===== src/rtl/aes_pkg.sv =====
// Shared types and helpers for the AES round sequencer.
package aes_pkg;

  localparam int ROUND_W = 4;

  typedef enum logic [1:0] {IDLE, LOAD, ROUND, HOLD} aes_ctrl_state_t;

  // Round count for a key length; 0 flags an illegal key length.
  function automatic int nr_of(input int k);
    case (k)
      128:     return 10;
      192:     return 12;
      256:     return 14;
      default: return 0;
    endcase
  endfunction

endpackage


===== src/rtl/aes_round_cnt.sv =====
// Loadable saturating round counter with clear, enable and terminal flag at MAX.
module aes_round_cnt
  import aes_pkg::*;
#(
  parameter int MAX = 10
) (
  input  logic               clk,
  input  logic               reset,
  input  logic               clr,
  input  logic               ld,
  input  logic [ROUND_W-1:0] ld_val,
  input  logic               en,
  output logic [ROUND_W-1:0] cnt,
  output logic               term
);

  assign term = (cnt == ROUND_W'(MAX));

  always_ff @(posedge clk) begin
    if (reset || clr)     cnt <= '0;
    else if (ld)          cnt <= ld_val;
    else if (en && !term) cnt <= cnt + 1'b1;
  end

endmodule


===== src/rtl/aes_round_ctrl.sv =====
// AES encryption round sequencer: job handshake, key expander control, round strobes.
// Optional key-cache replay is enabled by defining AES_CTRL_KEYCACHE_EN.
module aes_round_ctrl
  import aes_pkg::*;
#(
  parameter int K = 128
) (
  input  logic               clk,
  input  logic               reset,
  input  logic               in_valid,
  output logic               in_ready,
  input  logic               in_key_new,
  output logic               exp_reset,
  output logic               exp_done,
  output logic               ld_en,
  output logic               rnd_en,
  output logic               rnd_last,
  output logic [ROUND_W-1:0] round_idx,
  output logic               out_valid,
  input  logic               out_ready,
  output logic               busy
);

  localparam int NR = nr_of(K);

  generate
    if (NR == 0) begin : g_bad_k
      $error("aes_round_ctrl: K must be 128, 192 or 256");
    end
  endgenerate

  aes_ctrl_state_t state_q, state_n;
  logic accept, hit, fresh, term, done_q;

  always_ff @(posedge clk) begin
    if (reset) state_q <= IDLE;
    else       state_q <= state_n;
  end

  always_comb begin
    state_n = state_q;
    case (state_q)
      IDLE:    if (in_valid) state_n = LOAD;
      LOAD:    state_n = ROUND;
      ROUND:   if (term) state_n = HOLD;
      HOLD:    if (out_ready) state_n = IDLE;
      default: state_n = IDLE;
    endcase
  end

  aes_round_cnt #(.MAX(NR)) u_cnt (
    .clk    (clk),
    .reset  (reset),
    .clr    (state_n == IDLE),
    .ld     (state_n == LOAD),
    .ld_val ('0),
    .en     (state_n == ROUND),
    .cnt    (round_idx),
    .term   (term)
  );

  assign accept = in_valid && (state_q == IDLE) && !reset;

`ifdef AES_CTRL_KEYCACHE_EN
  logic cache_valid;

  always_ff @(posedge clk) begin
    if (reset)                         cache_valid <= 1'b0;
    else if (state_q == ROUND && term) cache_valid <= 1'b1;
  end

  assign hit = cache_valid && !in_key_new;
`else
  logic unused_key_new;
  assign unused_key_new = in_key_new;
  assign hit = 1'b0;
`endif

  // A fresh job restarts expansion; a cache hit leaves the expander replaying.
  assign fresh = accept && !hit;

  always_ff @(posedge clk) begin
    if (reset)                         done_q <= 1'b0;
    else if (state_q == ROUND && term) done_q <= 1'b1;
    else if (fresh)                    done_q <= 1'b0;
  end

  assign in_ready  = (state_q == IDLE);
  assign exp_reset = reset || fresh;
  assign exp_done  = done_q && !fresh && !reset;
  assign ld_en     = (state_q == LOAD);
  assign rnd_en    = (state_q == ROUND);
  assign rnd_last  = (state_q == ROUND) && term;
  assign out_valid = (state_q == HOLD);
  assign busy      = (state_q != IDLE);

endmodule


===== config.mk =====
export PLATFORM = sky130hd
export DESIGN_NAME = aes_round_ctrl
export DESIGN_NICKNAME = d
export VERILOG_FILES = /design/src/rtl/aes_pkg.sv /design/src/rtl/aes_round_cnt.sv /design/src/rtl/aes_round_ctrl.sv
export SDC_FILE = /design/constraint.sdc
export NUM_CORES = 1
export LEC_CHECK = 0
export CAP_MARGIN = 5
export CORE_AREA = 2 2 39 41
export DETAILED_ROUTE_END_ITERATION = 16
export DIE_AREA = 0 0 41 43
export HOLD_SLACK_MARGIN = 0.02
export PLACE_DENSITY = 0.69
export SLEW_MARGIN = 20
export SYNTH_ARGS = -nofsm -noshare
export SYNTH_HDL_FRONTEND = slang
export SYNTH_SLANG_ARGS = --single-unit

===== constraint.sdc =====
create_clock -name clk -period 1.2 [get_ports clk]
set_input_delay 0.12 -clock clk [delete_from_list [all_inputs] [get_ports clk]]
set_output_delay 0.12 -clock clk [all_outputs]
set_load 0.02 [all_outputs]

==> flow_metrics.py <==
metrics = {
    "status": {
        "status": "finished with violations",
        "violations": "setup timing",
    },
    "sta": {
        "tns_ps": -345.0,
        "hold-worst-slack_ps": 466.0,
        "rsz0062_at_grt": "yes",
        "tightestPinTransition_ps": 270.7,
        "hold_violations": 0,
        "setup_viol": 6,
        "skew_ps": 5.331,
        "period_needed_ps": 1321,
        "period_share": 1.101,
        "maxSlewViolCount": 0,
        "worst_slack_ps": -120.8,
        "fmax_ghz": 0.7571,
        "maxSlewHeadroom": 0.8176,
    },
    "hold_path": {
        "min_from": "done_q$_SDFFE_PP0P_",
        "hold_class": "reg -> reg",
    },
    "pwr": {
        "power_leakage_nw": 0.3914,
        "ir_worst_vdd_mv": 0.5222,
        "powerDensity_nw_per_um2": 870.2,
    },
    "die": {
        "row_count": 14,
        "die_y_microns": 43,
        "ioPinCount": 17,
        "die_w_microns": 41,
        "core_sq_um": 1384,
        "die-area_sq_um": 1763,
        "initial_core_util": 0.2803,
    },
    "yosys": {
        "synthTopCellsByCount": "dfxtp_1, inv_1, a21oi_1",
        "synth_edf_count": 0,
        "yosys_register_bits": 7,
        "synth_top_cell_by_area": "dfxtp_1",
        "synthArstFlopShare": 0,
        "ys_top_cells_by_area": "dfxtp_1, ha_1, inv_1, a21oi_1, a311oi_1",
        "yosysMostFrequentCell": "dfxtp_1",
        "synthesis.nets": 53,
        "synth_top_area_frac": 0.3613,
        "yosys_warnings": 0,
        "synthFlopType": "dfxtp_1",
        "syn_inst": 46,
        "synth_area_sq_um": 387.9,
        "synth_cell_types": 22,
        "avgSynthCellArea_sq_um": 8.432,
        "yosysSeqAreaShare": 0.3613,
    },
    "final_layout": {
        "multi_input_comb_area_sq_um": 285.3,
        "nets": 93,
        "utilization": 0.5940,
        "drive_gt1_frac": 0.6000,
        "area_growth_pct": 111.9,
        "fill_cells": 137,
        "diodes": 0,
        "seq_area_sq_um": 150.1,
    },
    "place": {
        "dp_hpwl_microns": 789.3,
        "place_congestion": 0.7355,
        "io_buffers": 15,
    },
    "clock_tree": {
        "cts_buffer_depth": 2,
        "htreeDepth": 1,
        "clkLatencyLatePin_ps": 250,
        "cts_tree": "done",
        "clock_sinks": 7,
        "clk_pin_slew_ps": 60,
        "numCtsBuffers": 3,
        "clock-root-buffer": "clkbuf_4",
    },
    "critical_path": {
        "end_kind": "output port",
        "required_ps": 1080,
        "r2r_start": "state_q[0]$_SDFF_PP0_",
        "crit_slowest_cell": "dfxtp_2",
        "path_cells": "inv_2 -> ha_4 -> and3b_1 -> nand2_1 -> inv_1 -> buf_6",
        "worst_ep_arrival_time_ps": 1200,
        "worstSetupPathType": "reg -> out",
        "cp.depth": 6,
        "crit_buf_inv": 3,
        "crit_end": "rnd_last",
        "r2r_end": "u_cnt.cnt[1]$_SDFFE_PP0P_",
        "cp_max_fo": 2,
        "r2r_slack_ps": -80,
        "critPathMaxStageDelay_ps": 330,
        "crit_start": "u_cnt.cnt[0]$_SDFFE_PP0P_",
        "critPathTopFamily": "flip-flops",
        "reg2reg_depth": 4,
        "worstSetupStartpointType": "register",
    },
    "global_route": {
        "antenna_found_initial": 0,
        "grt_pass1_wl_microns": 1856,
        "grt_max_degree": 6,
        "grt_pass1_vias": 449,
        "grt.total_usage": 0.1589,
        "grt.overflow.total": 0,
    },
    "detailed_routing": {
        "vias": 469,
        "wire_per_inst_microns": 12.64,
        "wirelength_microns": 1277,
        "antenna_left": 0,
        "drtIter0Drc": 7,
        "drt_first_pass_iters": 7,
        "avgViaCountPerCell": 4.644,
        "drcViolationCount": 0,
    },
    "flow_run": {
        "drv_cap": 0,
    },
}
[per-stage QoR]
stage	area [sq um]	worst slack, ps	power [mW]	std cells
after floorplan	392.9	-67.71	0.3448	46
after global placement	664.4	-367.1	0.4434	91
after detailed placement	664.4	-354.6	0.4444	91
after CTS	775.7	-129.8	0.6922	100
after global routing	822.0	-184.0	0.7488	101
final	822.0	-120.8	0.7154	101
[cell families after synthesis]
logic type                 Yosys count  share of synthesized area
and+or+nand+nor                     14                     0.2065
xor gates and xnor gates             2                    0.04517
AOI/OAI and AO/OA                   13                     0.2162
adders and majority gates            2                    0.06451
buffers and inverters                8                     0.1065
DFF                                  7                     0.3613
[area by class of cell]
class,instances,share of cell area
repair buffers,37,0.3866
multi-input cells,31,0.3470
flip-flops and latches,7,0.1826
clock buffers,4,0.03196
inverters,6,0.02740
well taps,16,0.02435
[state kept, by name, summed over array words and instances (netlist names)]
| name | count |
|---|---|
| done_q | 1 |
| u_cnt.cnt | 4 |
| state_q | 2 |
[placed cells by master, fill, tap and decap left out, drive strengths merged, types with 2 or more instances in the layout]
cell type	netlist	routed
a21oi	4	4
a311oi	2	2
a31oi	2	2
buf	2	30
clkbuf	0	4
clkdlybuf4s50	0	3
dfxtp	7	7
dlygate4sd2	0	4
ha	2	2
inv	6	6
nand2	3	3
nand3	2	2
nand3b	2	2
nor2	2	2
nor2b	2	2
o21ai	2	2
[routing by layer]
| metal | GRT usage | part of all wire | vias to the layer above |
|---|---|---|---|
| li1 | - | - | 237 |
| met1 | 0.1452 | 0.37 | 210 |
| met2 | 0.2969 | 0.56 | 22 |
| met3 | 0.03141 | 0.073 | 0 |
| met4 | 0.08000 | 0 | 0 |
| met5 | 0 | 0 | - |
[timing repair]
action,CTS,global route
gates resized for setup,59,10
pin swaps,9,6
hold endpoints to repair,0,0
buffers inserted,5,1
hold buffers,0,0
endpoints found under the setup margin,16,9
[power breakdown]
part           internal, mW  total (mW)  switching (mW)  leakage (nW)
clock network         0.127       0.215          0.0885        0.0150
registers             0.242       0.255          0.0135        0.0591
logic                 0.132       0.245           0.113         0.317
[tightest hold or removal path, delay by kind of cell, from the launching register on]
kind           cells  cell delay [ps]
AO/OA/AOI/OAI      2              120
flip-flops         1              310
[worst min path at each step]
stage | slack, ps | endpoint | cells after the start
after floorplan | 190 | done_q$_SDFFE_PP0P_ | 1
after global placement | 450 | done_q$_SDFFE_PP0P_ | 2
after detailed placement | 460 | done_q$_SDFFE_PP0P_ | 2
after CTS | 470 | done_q$_SDFFE_PP0P_ | 2
after global routing | 520 | done_q$_SDFFE_PP0P_ | 2
final | 470 | done_q$_SDFFE_PP0P_ | 2
(Power assumes the default switching activity.)
